--- src/rtl/rf_sb.sv ---
// rf_sb: MIPS register file with per-register busy scoreboard, issue permit and busy counter.
// Define RF_BYPASS_EN to forward the write-back value/readiness within the write-back cycle.
module rf_sb #(
  parameter int DATA_W = 32,
  parameter int ADDR_W = 5
) (
  input  logic              clock,
  input  logic              reset,
  input  logic [ADDR_W-1:0] RA,
  input  logic [ADDR_W-1:0] RB,
  output logic [DATA_W-1:0] busA,
  output logic [DATA_W-1:0] busB,
  output logic              rdyA,
  output logic              rdyB,
  input  logic              RegWr,
  input  logic [ADDR_W-1:0] RW,
  input  logic [DATA_W-1:0] busW,
  input  logic              iss_valid,
  input  logic [ADDR_W-1:0] iss_dst,
  input  logic              iss_use_a,
  input  logic              iss_use_b,
  output logic              iss_ok,
  output logic [ADDR_W:0]   busy_cnt
);

  localparam int DEPTH = 1 << ADDR_W;

  logic [DATA_W-1:0] r_regs [DEPTH];
  logic [DEPTH-1:0]  r_busy;
  logic [ADDR_W:0]   r_busyCnt;

  logic             w_wrEn;
  logic             w_hitA;
  logic             w_hitB;
  logic             w_hitDst;
  logic             w_dfree;
  logic             w_set;
  logic             w_inc;
  logic             w_dec;
  logic [DEPTH-1:0] w_clrMask;
  logic [DEPTH-1:0] w_setMask;
  logic [DEPTH-1:0] w_busyNext;

  assign w_wrEn = RegWr && (RW != '0);

`ifdef RF_BYPASS_EN
  assign w_hitA   = w_wrEn && (RW == RA);
  assign w_hitB   = w_wrEn && (RW == RB);
  assign w_hitDst = RegWr && (RW == iss_dst);
`else
  assign w_hitA   = 1'b0;
  assign w_hitB   = 1'b0;
  assign w_hitDst = 1'b0;
`endif

  always_comb begin
    busA = '0;
    if (w_hitA)
      busA = busW;
    else if (RA != '0)
      busA = r_regs[RA];
  end

  always_comb begin
    busB = '0;
    if (w_hitB)
      busB = busW;
    else if (RB != '0)
      busB = r_regs[RB];
  end

  // Register 0 is never set busy, so no special case is needed for it here.
  assign rdyA = !r_busy[RA] || w_hitA;
  assign rdyB = !r_busy[RB] || w_hitB;

  assign w_dfree = (iss_dst == '0) || !r_busy[iss_dst] || w_hitDst;
  assign iss_ok  = w_dfree && (!iss_use_a || rdyA) && (!iss_use_b || rdyB);
  assign w_set   = iss_valid && iss_ok && (iss_dst != '0);

  always_comb begin
    w_clrMask = '0;
    w_setMask = '0;
    if (w_wrEn)
      w_clrMask[RW] = 1'b1;
    if (w_set)
      w_setMask[iss_dst] = 1'b1;
  end

  // Set is applied after clear so a same-register issue (newer producer) wins.
  assign w_busyNext = (r_busy & ~w_clrMask) | w_setMask;
  assign w_dec      = w_wrEn && r_busy[RW];
  assign w_inc      = w_set && !(r_busy[iss_dst] && !w_clrMask[iss_dst]);

  always_ff @(posedge clock) begin
    if (reset) begin
      for (int i = 0; i < DEPTH; i++)
        r_regs[i] <= '0;
      r_busy    <= '0;
      r_busyCnt <= '0;
    end else begin
      if (w_wrEn)
        r_regs[RW] <= busW;
      r_busy    <= w_busyNext;
      r_busyCnt <= r_busyCnt + {{ADDR_W{1'b0}}, w_inc} - {{ADDR_W{1'b0}}, w_dec};
    end
  end

  assign busy_cnt = r_busyCnt;

endmodule
--- config.mk ---
export PLATFORM = sky130hd
export DESIGN_NAME = rf_sb
export DESIGN_NICKNAME = d
export VERILOG_FILES = /design/src/rtl/rf_sb.sv
export SDC_FILE = /design/constraint.sdc
export NUM_CORES = 2
export LEC_CHECK = 0
export ABC_CLOCK_PERIOD_IN_PS = 8200
export CAP_MARGIN = 0
export CORE_MARGIN = 2
export CORE_UTILIZATION = 30
export CTS_CLUSTER_SIZE = 28
export DETAILED_ROUTE_END_ITERATION = 7
export HOLD_SLACK_MARGIN = 0.06
export PLACE_DENSITY = 0.52
export SETUP_SLACK_MARGIN = 0.2
export SLEW_MARGIN = 20
export SYNTH_ARGS = -nofsm -noshare
export SYNTH_HDL_FRONTEND = slang
export SYNTH_SLANG_ARGS = --single-unit
--- constraint.sdc ---
create_clock -name clock -period 8.2 [get_ports clock]
set_input_delay 2.05 -clock clock [delete_from_list [all_inputs] [get_ports clock]]
set_output_delay 2.05 -clock clock [all_outputs]
set_load 0.005 [all_outputs]
==> impl_metrics.json <==
{
  "outcome": "finished clean",
  "cts_tree": "built",
  "drive_gt1_share_pct": 28.50,
  "min_period_ns": 7.311,
  "cts_buffer_depth": 3,
  "drt-initial-drc-count": 3984,
  "dr.pass1.iters": 6,
  "fmax_ghz": 0.1368,
  "finalSetupTns_ns": 0,
  "grt_setup_unrepaired": "false",
  "netlist_instances": 3517,
  "gr-total-overflow": 0,
  "cp-end-kind": "output port",
  "die_h_um": 439.7,
  "period_share_pct": 89.15,
  "nFillCells": 17831,
  "r2r-start": "r_busy[7]",
  "antenna_found_initial": 21,
  "grt_max_degree": 54,
  "grt_pass1_vias": 34845,
  "root_buffer": "clkbuf_16",
  "multi_input_area_um2": 24150,
  "via_count": 34135,
  "arrival_ns": 5.26,
  "fin_skew_ns": 0.01066,
  "htreeDepth": 3,
  "portBuffers": 130,
  "syn-cell-area_um2": 56950,
  "dp_hpwl_um": 124900,
  "startpoint": "RA[0]",
  "hold_path_class": "reg -> reg",
  "initial_core_util_pct": 30.26,
  "antenna_left": 0,
  "core_area_um2": 188200,
  "area_delta_synth_final_pct": 14.78,
  "gr-usage-all-layers_pct": 21.36,
  "ys.warnings.count": 0,
  "drv_slew": 0,
  "cp.required_ns": 6.15,
  "ys.flop_type": "edfxtp_1",
  "die_area_um2": 193300,
  "cts_hold_buf": 0,
  "ir_worst_vdd_v": 0.0001709,
  "clock_latency_ns": 0.74,
  "clk_pin_slew_ns": 0.07,
  "cts.sinks": 1062,
  "hold_viol_final": 0,
  "r2r-end": "busy_cnt[4]",
  "die_w_um": 439.7,
  "p_leak_nw": 21.87,
  "r2r_slack_ns": 4.15,
  "wl_um": 207600,
  "reg2reg_depth": 15,
  "cts_setup_buffers": 0,
  "vias_per_cell": 5.544,
  "crit_type": "in -> out",
  "routedWlPerCell_um": 33.71,
  "crit_end": "busA[16]",
  "p_per_area_nw_per_um2": 207.8,
  "crit_path_max_fanout": 32,
  "cts_made_buffers": 114,
  "ctsResizeCount": 0,
  "slew_headroom_pct": 22.63,
  "drc_errors": 0,
  "dp_cells": 5936,
  "finalSetupViolations": 0,
  "synth.ff_latch_count": 1062,
  "maxCapViolCount": 0,
  "grt_pass1_wl_um": 287800,
  "nNetsFinal": 3622,
  "tightest_slew_ns": 1.157,
  "finalWeightedCongestion": 0.8205,
  "instances_no_fill": 6157,
  "start_kind": "input pin",
  "ys_seq_area_share_pct": 55.33,
  "synth-edff-count": 1024,
  "regArea_um2": 31510,
  "avgSynthCellArea_um2": 16.19,
  "rows": 159,
  "async_flop_share_pct": 0,
  "io_pins": 131,
  "yosysUniqueCellTypes": 44
}
==> cell families (layout without fill, tap and decap cells) <==
kind of cell             count (synthesis)  count (layout)  synth area share (%)
AND/OR/NAND/NOR                       1169            1169                 12.34
adder cells (fa/ha/maj)                  7               7                0.1670
AO/OA/AOI/OAI                          104             104                 1.439
other                                    1              42              0.006584
multiplexers                           752             752                 27.67
flip-flops                            1062            1062                 55.33
buffers and inverters                  417             521                 2.972
XOR/XNOR                                 5               5               0.07690
==> worst max-delay path, stage by stage <==
cell and delay [ns]:
buf_8 0.25, buf_12 0.27, buf_12 0.30, mux4_2 0.56, mux4_2 0.48, mux2i_1 0.53, nor2_1 0.20, clkdlybuf4s50_1 0.52
==> how the worst min path moves through the flow <==
stage / from / end / slack, ns / cells past startpoint
2_1_floorplan: r_busy[13] / r_busy[13] / 0.46 / 2
3_3_place_gp: r_busy[12] / r_busy[12] / 0.49 / 2
3_5_place_dp: r_busy[31] / r_busy[31] / 0.50 / 2
4_1_cts: r_busy[31] / r_busy[31] / 0.51 / 2
5_1_grt: r_busy[13] / r_busy[13] / 0.54 / 2
6_report: r_busy[30] / r_busy[30] / 0.51 / 2
==> cell type report <==
| cell class | instances | share of cell area, % |
|---|---|---|
| Sequential cell | 1062 | 48.20 |
| Multi-Input combinational cell | 2069 | 36.95 |
| Clock buffer | 145 | 4.814 |
| Tap cell | 2495 | 4.775 |
| Timing Repair Buffer | 267 | 4.050 |
| Clock inverter | 66 | 0.9264 |
| Inverter | 43 | 0.2469 |
| Antenna cell | 10 | 0.03828 |
==> cells in the final DEF (no fill, tap or decap), drive strengths merged, types with 2 or more instances in the layout <==
| cell type | synthesis | routed |
|---|---|---|
| a32oi | 4 | 4 |
| and3 | 3 | 3 |
| diode | 0 | 10 |
| nand3 | 6 | 6 |
| bufinv | 0 | 11 |
| and3b | 4 | 4 |
| edfxtp | 1024 | 1024 |
| xor2 | 3 | 3 |
| nor2b | 9 | 9 |
| mux4 | 656 | 656 |
| nor3b | 2 | 2 |
| nand3b | 5 | 5 |
| clkbuf | 278 | 145 |
| o32ai | 31 | 31 |
| mux2i | 96 | 96 |
| or4 | 2 | 2 |
| clkdlybuf4s50 | 0 | 114 |
| conb | 1 | 32 |
| a21oi | 10 | 10 |
| nand2 | 14 | 14 |
| nand2b | 4 | 4 |
| and2 | 997 | 997 |
| dfxtp | 38 | 38 |
| a22oi | 20 | 20 |
| nor2 | 112 | 112 |
| buf | 96 | 153 |
| or3 | 4 | 4 |
| ha | 6 | 6 |
| a21o | 33 | 33 |
| nand4 | 2 | 2 |
| a211oi | 2 | 2 |
| clkinvlp | 0 | 8 |
| xnor2 | 2 | 2 |
| nor4b | 2 | 2 |
| clkinv | 0 | 46 |
| inv | 43 | 44 |
==> registers in the layout, summed over array words and instances, names as in the netlist <==
signal	cells
r_busy	32
r_regs	1024
busy_cnt	6
==> where the power goes <==
part           internal (mW)  switching [mW]  leakage, nW
clock network           3.04            2.28         1.83
logic                  0.857            1.00         9.96
registers               6.25           0.153         10.1
==> cell usage after synthesis (3+ instances only) <==
cell / count / area (µm²)
a21o_1: 33 / 247.7
a21oi_1: 10 / 50.05
a22oi_1: 20 / 150.1
a32oi_1: 4 / 35.03
and2_1: 997 / 6237
and3_1: 3 / 18.77
and3b_1: 4 / 35.03
buf_1: 26 / 97.59
buf_2: 64 / 320.3
buf_6: 6 / 67.56
clkbuf_1: 276 / 1036
dfxtp_1: 38 / 760.7
edfxtp_1: 1024 / 30750
ha_1: 6 / 75.07
inv_1: 43 / 161.4
mux2i_1: 96 / 960.9
mux4_1: 7 / 183.9
mux4_2: 649 / 14620
nand2_1: 14 / 52.55
nand2b_1: 4 / 25.02
nand3_1: 6 / 30.03
nand3b_1: 5 / 37.54
nor2_1: 111 / 416.7
nor2b_1: 9 / 56.30
o32ai_1: 31 / 271.5
or3_1: 4 / 25.02
xor2_1: 3 / 26.28
==> metrics by stage <==
| stage | power, mW | hold WS, ns | worst slack [ns] | utilization [%] | cell area, µm² |
|---|---|---|---|---|---|
| 2_1_floorplan | 7.534 | 0.4638 | 2.144 | - | 57070 |
| 3_3_place_gp | 8.364 | 0.4895 | 0.8385 | 32.72 | 61570 |
| 3_5_place_dp | 8.376 | 0.4974 | 0.8749 | 32.74 | 61620 |
| 4_1_cts | 13.66 | 0.5065 | 0.8602 | 34.73 | 65370 |
| 5_1_grt | 13.94 | 0.5371 | 0.8201 | 34.73 | 65360 |
| 6_report | 13.59 | 0.5110 | 0.8893 | 34.73 | 65370 |
==> metal layers <==
layer  vias to the layer above  global-route usage [%]  wire, µm
met5                         -                       0        23
met1                     18517                   27.19     81070
met3                       359                   3.410     14290
met2                      1515                   35.84    102600
li1                      13740                       -         -
met4                         4                   9.589      9591
(Power assumes the default switching activity.)
